$ cat src/rtl/conv_pkg.sv
// Shared types and default geometry for the convolution window sequencer.
package conv_pkg;

    typedef enum logic [1:0] {
        StIdle,
        StStream,
        StDrain,
        StDone
    } conv_state_e;

    localparam int unsigned DEF_IMAGE_WIDTH  = 28;
    localparam int unsigned DEF_IMAGE_HEIGHT = 28;
    localparam int unsigned DEF_KERNEL_WIDTH = 5;

    localparam int unsigned LB_DEPTH = DEF_IMAGE_WIDTH - DEF_KERNEL_WIDTH;
    localparam int unsigned NUM_WIN  = (DEF_IMAGE_WIDTH - DEF_KERNEL_WIDTH + 1)
                                     * (DEF_IMAGE_HEIGHT - DEF_KERNEL_WIDTH + 1);

endpackage

$ cat src/rtl/raster_pos_counter.sv
// Raster-order column/row position counter with clear, enable and last-pixel flag.
module raster_pos_counter #(
    parameter int unsigned WIDTH  = 28,
    parameter int unsigned HEIGHT = 28,
    parameter int unsigned COL_W  = $clog2(WIDTH),
    parameter int unsigned ROW_W  = $clog2(HEIGHT)
) (
    input  logic             clk,
    input  logic             reset,
    input  logic             i_clr,
    input  logic             i_en,
    output logic [COL_W-1:0] o_col,
    output logic [ROW_W-1:0] o_row,
    output logic             o_last
);

    logic [COL_W-1:0] r_col;
    logic [ROW_W-1:0] r_row;
    logic             w_col_last;
    logic             w_row_last;

    assign w_col_last = (r_col == COL_W'(WIDTH - 1));
    assign w_row_last = (r_row == ROW_W'(HEIGHT - 1));

    always_ff @(posedge clk or posedge reset) begin
        if (reset) begin
            r_col <= '0;
            r_row <= '0;
        end else if (i_clr) begin
            r_col <= '0;
            r_row <= '0;
        end else if (i_en) begin
            if (w_col_last) begin
                r_col <= '0;
                r_row <= w_row_last ? '0 : r_row + 1'b1;
            end else begin
                r_col <= r_col + 1'b1;
            end
        end
    end

    assign o_col  = r_col;
    assign o_row  = r_row;
    assign o_last = w_col_last & w_row_last;

endmodule

$ cat src/rtl/conv_window_ctrl.sv
// Frame sequencer for the convolution line buffers: pixel handshake, shift enable,
// window-valid flag with coordinates, and frame-done pulse.
module conv_window_ctrl
    import conv_pkg::*;
#(
    parameter int unsigned IMAGE_WIDTH  = DEF_IMAGE_WIDTH,
    parameter int unsigned IMAGE_HEIGHT = DEF_IMAGE_HEIGHT,
    parameter int unsigned KERNEL_WIDTH = DEF_KERNEL_WIDTH,
    parameter int unsigned COL_W        = $clog2(IMAGE_WIDTH),
    parameter int unsigned ROW_W        = $clog2(IMAGE_HEIGHT)
) (
    input  logic             clk,
    input  logic             reset,
    input  logic             i_start,
    output logic             o_busy,
    input  logic             i_pix_valid,
    output logic             o_pix_ready,
    output logic             o_shift_en,
    output logic             o_win_valid,
    input  logic             i_win_ready,
    output logic [ROW_W-1:0] o_win_row,
    output logic [COL_W-1:0] o_win_col,
    output logic             o_frame_done
);

    conv_state_e      r_state;
    conv_state_e      w_state_next;
    logic             w_pix_ready;
    logic             w_shift_en;
    logic             w_cnt_clr;
    logic             w_win_hit;
    logic             w_last;
    logic [COL_W-1:0] w_col;
    logic [ROW_W-1:0] w_row;
    logic             r_win_valid;
    logic [ROW_W-1:0] r_win_row;
    logic [COL_W-1:0] r_win_col;

    raster_pos_counter #(
        .WIDTH  (IMAGE_WIDTH),
        .HEIGHT (IMAGE_HEIGHT),
        .COL_W  (COL_W),
        .ROW_W  (ROW_W)
    ) u_pos (
        .clk    (clk),
        .reset  (reset),
        .i_clr  (w_cnt_clr),
        .i_en   (w_shift_en),
        .o_col  (w_col),
        .o_row  (w_row),
        .o_last (w_last)
    );

    always_ff @(posedge clk or posedge reset) begin
        if (reset) begin
            r_state <= StIdle;
        end else begin
            r_state <= w_state_next;
        end
    end

    // Stall rather than skid: a held, unconsumed window blocks the next pixel.
    always_comb begin
        w_state_next = r_state;
        w_pix_ready  = 1'b0;
        w_cnt_clr    = 1'b0;
        unique case (r_state)
            StIdle: begin
                if (i_start) begin
                    w_state_next = StStream;
                    w_cnt_clr    = 1'b1;
                end
            end
            StStream: begin
                w_pix_ready = ~r_win_valid | i_win_ready;
                if (w_pix_ready && i_pix_valid && w_last) begin
                    w_state_next = StDrain;
                end
            end
            StDrain: begin
                if (r_win_valid && i_win_ready) begin
                    w_state_next = StDone;
                end
            end
            StDone: begin
                w_state_next = StIdle;
            end
            default: begin
                w_state_next = StIdle;
            end
        endcase
    end

    assign w_shift_en = w_pix_ready & i_pix_valid;

    // Only pixels with a full KxK footprint above-left of them close a window,
    // so windows never straddle a row boundary.
    assign w_win_hit = w_shift_en
                     && (w_row >= ROW_W'(KERNEL_WIDTH - 1))
                     && (w_col >= COL_W'(KERNEL_WIDTH - 1));

    always_ff @(posedge clk or posedge reset) begin
        if (reset) begin
            r_win_valid <= 1'b0;
            r_win_row   <= '0;
            r_win_col   <= '0;
        end else if (w_win_hit) begin
            r_win_valid <= 1'b1;
            r_win_row   <= w_row - ROW_W'(KERNEL_WIDTH - 1);
            r_win_col   <= w_col - COL_W'(KERNEL_WIDTH - 1);
        end else if (r_win_valid && i_win_ready) begin
            r_win_valid <= 1'b0;
        end
    end

    assign o_busy       = (r_state != StIdle);
    assign o_pix_ready  = w_pix_ready;
    assign o_shift_en   = w_shift_en;
    assign o_win_valid  = r_win_valid;
    assign o_win_row    = r_win_row;
    assign o_win_col    = r_win_col;
    assign o_frame_done = (r_state == StDone);

endmodule
$ cat config.mk
export PLATFORM = sky130hd
export DESIGN_NAME = conv_window_ctrl
export DESIGN_NICKNAME = d
export VERILOG_FILES = /design/src/rtl/conv_pkg.sv /design/src/rtl/raster_pos_counter.sv /design/src/rtl/conv_window_ctrl.sv
export SDC_FILE = /design/constraint.sdc
export NUM_CORES = 1
export LEC_CHECK = 0
export BUFFER_PORTS_ARGS = -buffer_cell sky130_fd_sc_hd__buf_2
export CAP_MARGIN = 5
export CORE_ASPECT_RATIO = 2
export CORE_UTILIZATION = 40
export CTS_BUF_LIST = sky130_fd_sc_hd__clkbuf_4 sky130_fd_sc_hd__clkbuf_8
export DETAILED_ROUTE_END_ITERATION = 8
export MAX_ROUTING_LAYER = met4
export PLACE_DENSITY = 0.67
export RECOVER_POWER = 25
export SLEW_MARGIN = 20
export SYNTH_ARGS = -nofsm -noshare
export SYNTH_HDL_FRONTEND = slang
export SYNTH_SLANG_ARGS = --single-unit
$ cat constraint.sdc
create_clock -name clk -period 3.4 [get_ports clk]
set_clock_uncertainty 0.1 [all_clocks]
set_input_delay 0.34 -clock clk [delete_from_list [all_inputs] [get_ports clk]]
set_output_delay 0.34 -clock clk [all_outputs]
set_load 0.05 [all_outputs]
==> impl_metrics.py <==
metrics = {
    "routing": {
        "antenna_left": 0,
        "drc": 2,
        "wl_per_cell_um": 14.84,
        "num_vias": 999,
        "first_pass_iters": 6,
        "drt-total-wl_um": 2656,
        "avgViaCountPerCell": 5.581,
        "detail_route.iter0.violations": 24,
    },
    "logic_synthesis": {
        "ys_seq_area_share_pct": 41.86,
        "synth_area_leaders": "dfrtp_1, ha_1, mux2_4",
        "synth_cell_types": 34,
        "yosysWarningCount": 0,
        "yosysTopAreaCellShare_pct": 41.86,
        "netlist_area_mm2": 0.001375,
        "syn_nets": 150,
        "syn_inst": 128,
        "synth_area_leader_cell": "dfrtp_1",
        "ys_seq_elements": 23,
        "avgSynthCellArea_um2": 10.74,
    },
    "floorplan": {
        "ioPinCount": 20,
        "initial_core_util_pct": 42.58,
        "die_w_um": 43.46,
        "num_rows": 29,
        "die_y_um": 84.92,
        "die_area_mm2": 0.003690,
        "core_mm2": 0.003229,
    },
    "sta": {
        "timing.fmax_mhz": 424.6,
        "timing.final.crit_share_pct": 69.26,
        "finalSetupViolCount": 0,
        "fin_crit_ps": 2355,
        "hold_slack_ps": 142.1,
        "fin_tns_setup_ps": 0,
        "max_slew.worst_pin.slew_ps": 867.7,
        "hold_violations": 0,
        "fin_ws_ps": 1045,
        "slew_headroom_pct": 42.09,
        "rsz0062_at_grt": "no",
        "drv_slew": 0,
    },
    "layout": {
        "nNetsFinal": 171,
        "final_cell_mix": "dfrtp_1, buf_2, ha_1, inv_1, nand2_1",
        "diodes": 0,
        "final_layout_size_suffix_gt1_share_pct": 24.32,
        "stdcell_area_mm2": 0.001529,
        "final_common_cell": "dfrtp_1",
        "multiInputGateArea_um2": 713.2,
        "syn_to_final_growth_pct": 11.19,
        "seq_area_um2": 575.6,
        "fillers": 293,
    },
    "flow_run": {
        "drv_cap": 0,
    },
    "clock_tree": {
        "clock_sinks": 23,
        "post-cts-setup-buffers": 0,
        "cts_resized": 0,
        "cts_tree": "yes",
        "cts_hold_buf": 0,
        "cts-root-buf": "clkbuf_8",
        "h-tree-depth": 1,
        "numCtsBuffers": 3,
        "clk_pin_slew_ps": 80,
        "cts_buffer_depth": 2,
        "insertion_delay_ps": 260,
    },
    "placed_design": {
        "placed_area_mm2": 0.001483,
        "post-dp-hpwl_um": 2062,
        "io_buffers": 19,
        "place_ws_ps": 1010,
        "gp_congestion": 0.8537,
    },
    "global_routing": {
        "grt_pass1_vias": 1047,
        "grt_start_max_net_pins": 24,
        "grt_antenna_before_repair": 0,
        "grtUsageTotal_pct": 16.52,
        "grt_pass1_wl_um": 4554,
        "overflow": 0,
    },
    "worst_setup_path": {
        "worstSetupStartpointType": "flip-flop",
        "cp.arrival_ps": 2410,
        "required_ps": 3460,
        "criticalPathCategory": "flip-flop to flip-flop",
        "crit_fanout": 11,
        "startpoint": "u_pos.o_col[3]",
        "r2r-start": "u_pos.o_col[3]",
        "cp-end-kind": "flip-flop",
    },
    "pwr": {
        "total_power_mw": 1.481,
        "ir_drop_uv": 555.7,
        "p_per_area_mw_per_mm2": 968.7,
        "p_leak_nw": 0.7865,
    },
    "min_path": {
        "hold_class": "input port to asynchronous set/reset pin",
    },
    "outcome": {
        "violations": "DRC",
        "outcome": "finished, violations left",
    },
}
metrics by stage:
stage / util [%] / cells
detailed placement: 45.91 / 175
floorplan: - / 128
global route: 47.35 / 179
finish: 47.35 / 179
CTS: 47.35 / 179
global placement: 45.91 / 175
routing by layer:
layer,up-vias,global-route usage (%),part of all wire (%)
met5,-,-,0
met4,0,7.670,2.1
met3,7,2.340,2.1
met2,17,30.03,57
met1,486,16.49,39
li1,489,-,-
cell families (layout without fill, tap and decap cells):
| kind of cell | count (synthesis) | after routing | synth area share [%] |
|---|---|---|---|
| DFF | 23 | 23 | 41.86 |
| muxes | 12 | 12 | 11.46 |
| and+or+nand+nor | 29 | 29 | 10.92 |
| AOI/OAI and AO/OA | 26 | 26 | 12.74 |
| xor gates and xnor gates | 2 | 2 | 1.274 |
| adders and majority gates | 17 | 17 | 15.47 |
| buffers and inverters | 19 | 39 | 6.278 |
path summary, 6_finish.rpt:
kind	end	slack (ps)	cells after the start
max	o_win_row[4]	1050	5
min	u_pos.o_col[0]	140	2
max reg2reg	o_win_row[4]	1050	5
min reg2reg	o_win_row[4]	400	1
max in group asynchronous	u_pos.o_col[1]	2530	2
min in group clk	o_win_row[4]	400	1
cells in the mapped netlist:
cell type and count:
dfrtp_1 23, ha_1 17, inv_1 16, nand2_1 8
mux2_4 7, a21oi_1 6, nor2_1 5, o21ai_0 5
nand3_1 4, a31oi_1 3, mux2i_1 3, a2111oi_0 2
and2_2 2, and3_1 2, buf_6 2, mux2_2 2
nand2b_1 2, o22ai_1 2, xor2_1 2, a21boi_0 1
a221o_1 1, a311oi_1 1, a31o_2 1, a32oi_1 1
a41o_1 1, and2_0 1, and2_1 1, clkbuf_1 1
nand2_4 1, nand4_1 1, nor3_1 1, o32ai_1 1
o41ai_1 1, or3_1 1
power by group:
| group | switching (mW) | internal, mW | total, mW |
|---|---|---|---|
| logic | 0.551 | 0.272 | 0.823 |
| clock network | 0.0895 | 0.0818 | 0.171 |
| registers | 0.0991 | 0.387 | 0.487 |
layout make-up:
| type | instances | area share, % |
|---|---|---|
| Clock inverter | 1 | 0.3273 |
| Inverter | 16 | 3.928 |
| Multi-Input combinational cell | 86 | 46.64 |
| Tap cell | 31 | 2.537 |
| Clock buffer | 3 | 2.700 |
| Timing Repair Buffer | 19 | 6.219 |
| Sequential cell | 23 | 37.64 |
flip-flops by register name, summed over array words and instances, names as in the netlist:
register     count
u_pos.o_row      5
o_win_row        5
o_win_valid      1
r_state          2
o_win_col        5
u_pos.o_col      5
worst max-delay path, cell delays in order, from the launching register on:
cell       delay, ps
dfrtp_1          410
inv_1            100
ha_1             180
a2111oi_0        470
or3_1            580
mux2_2           400
(Power assumes the default switching activity.)
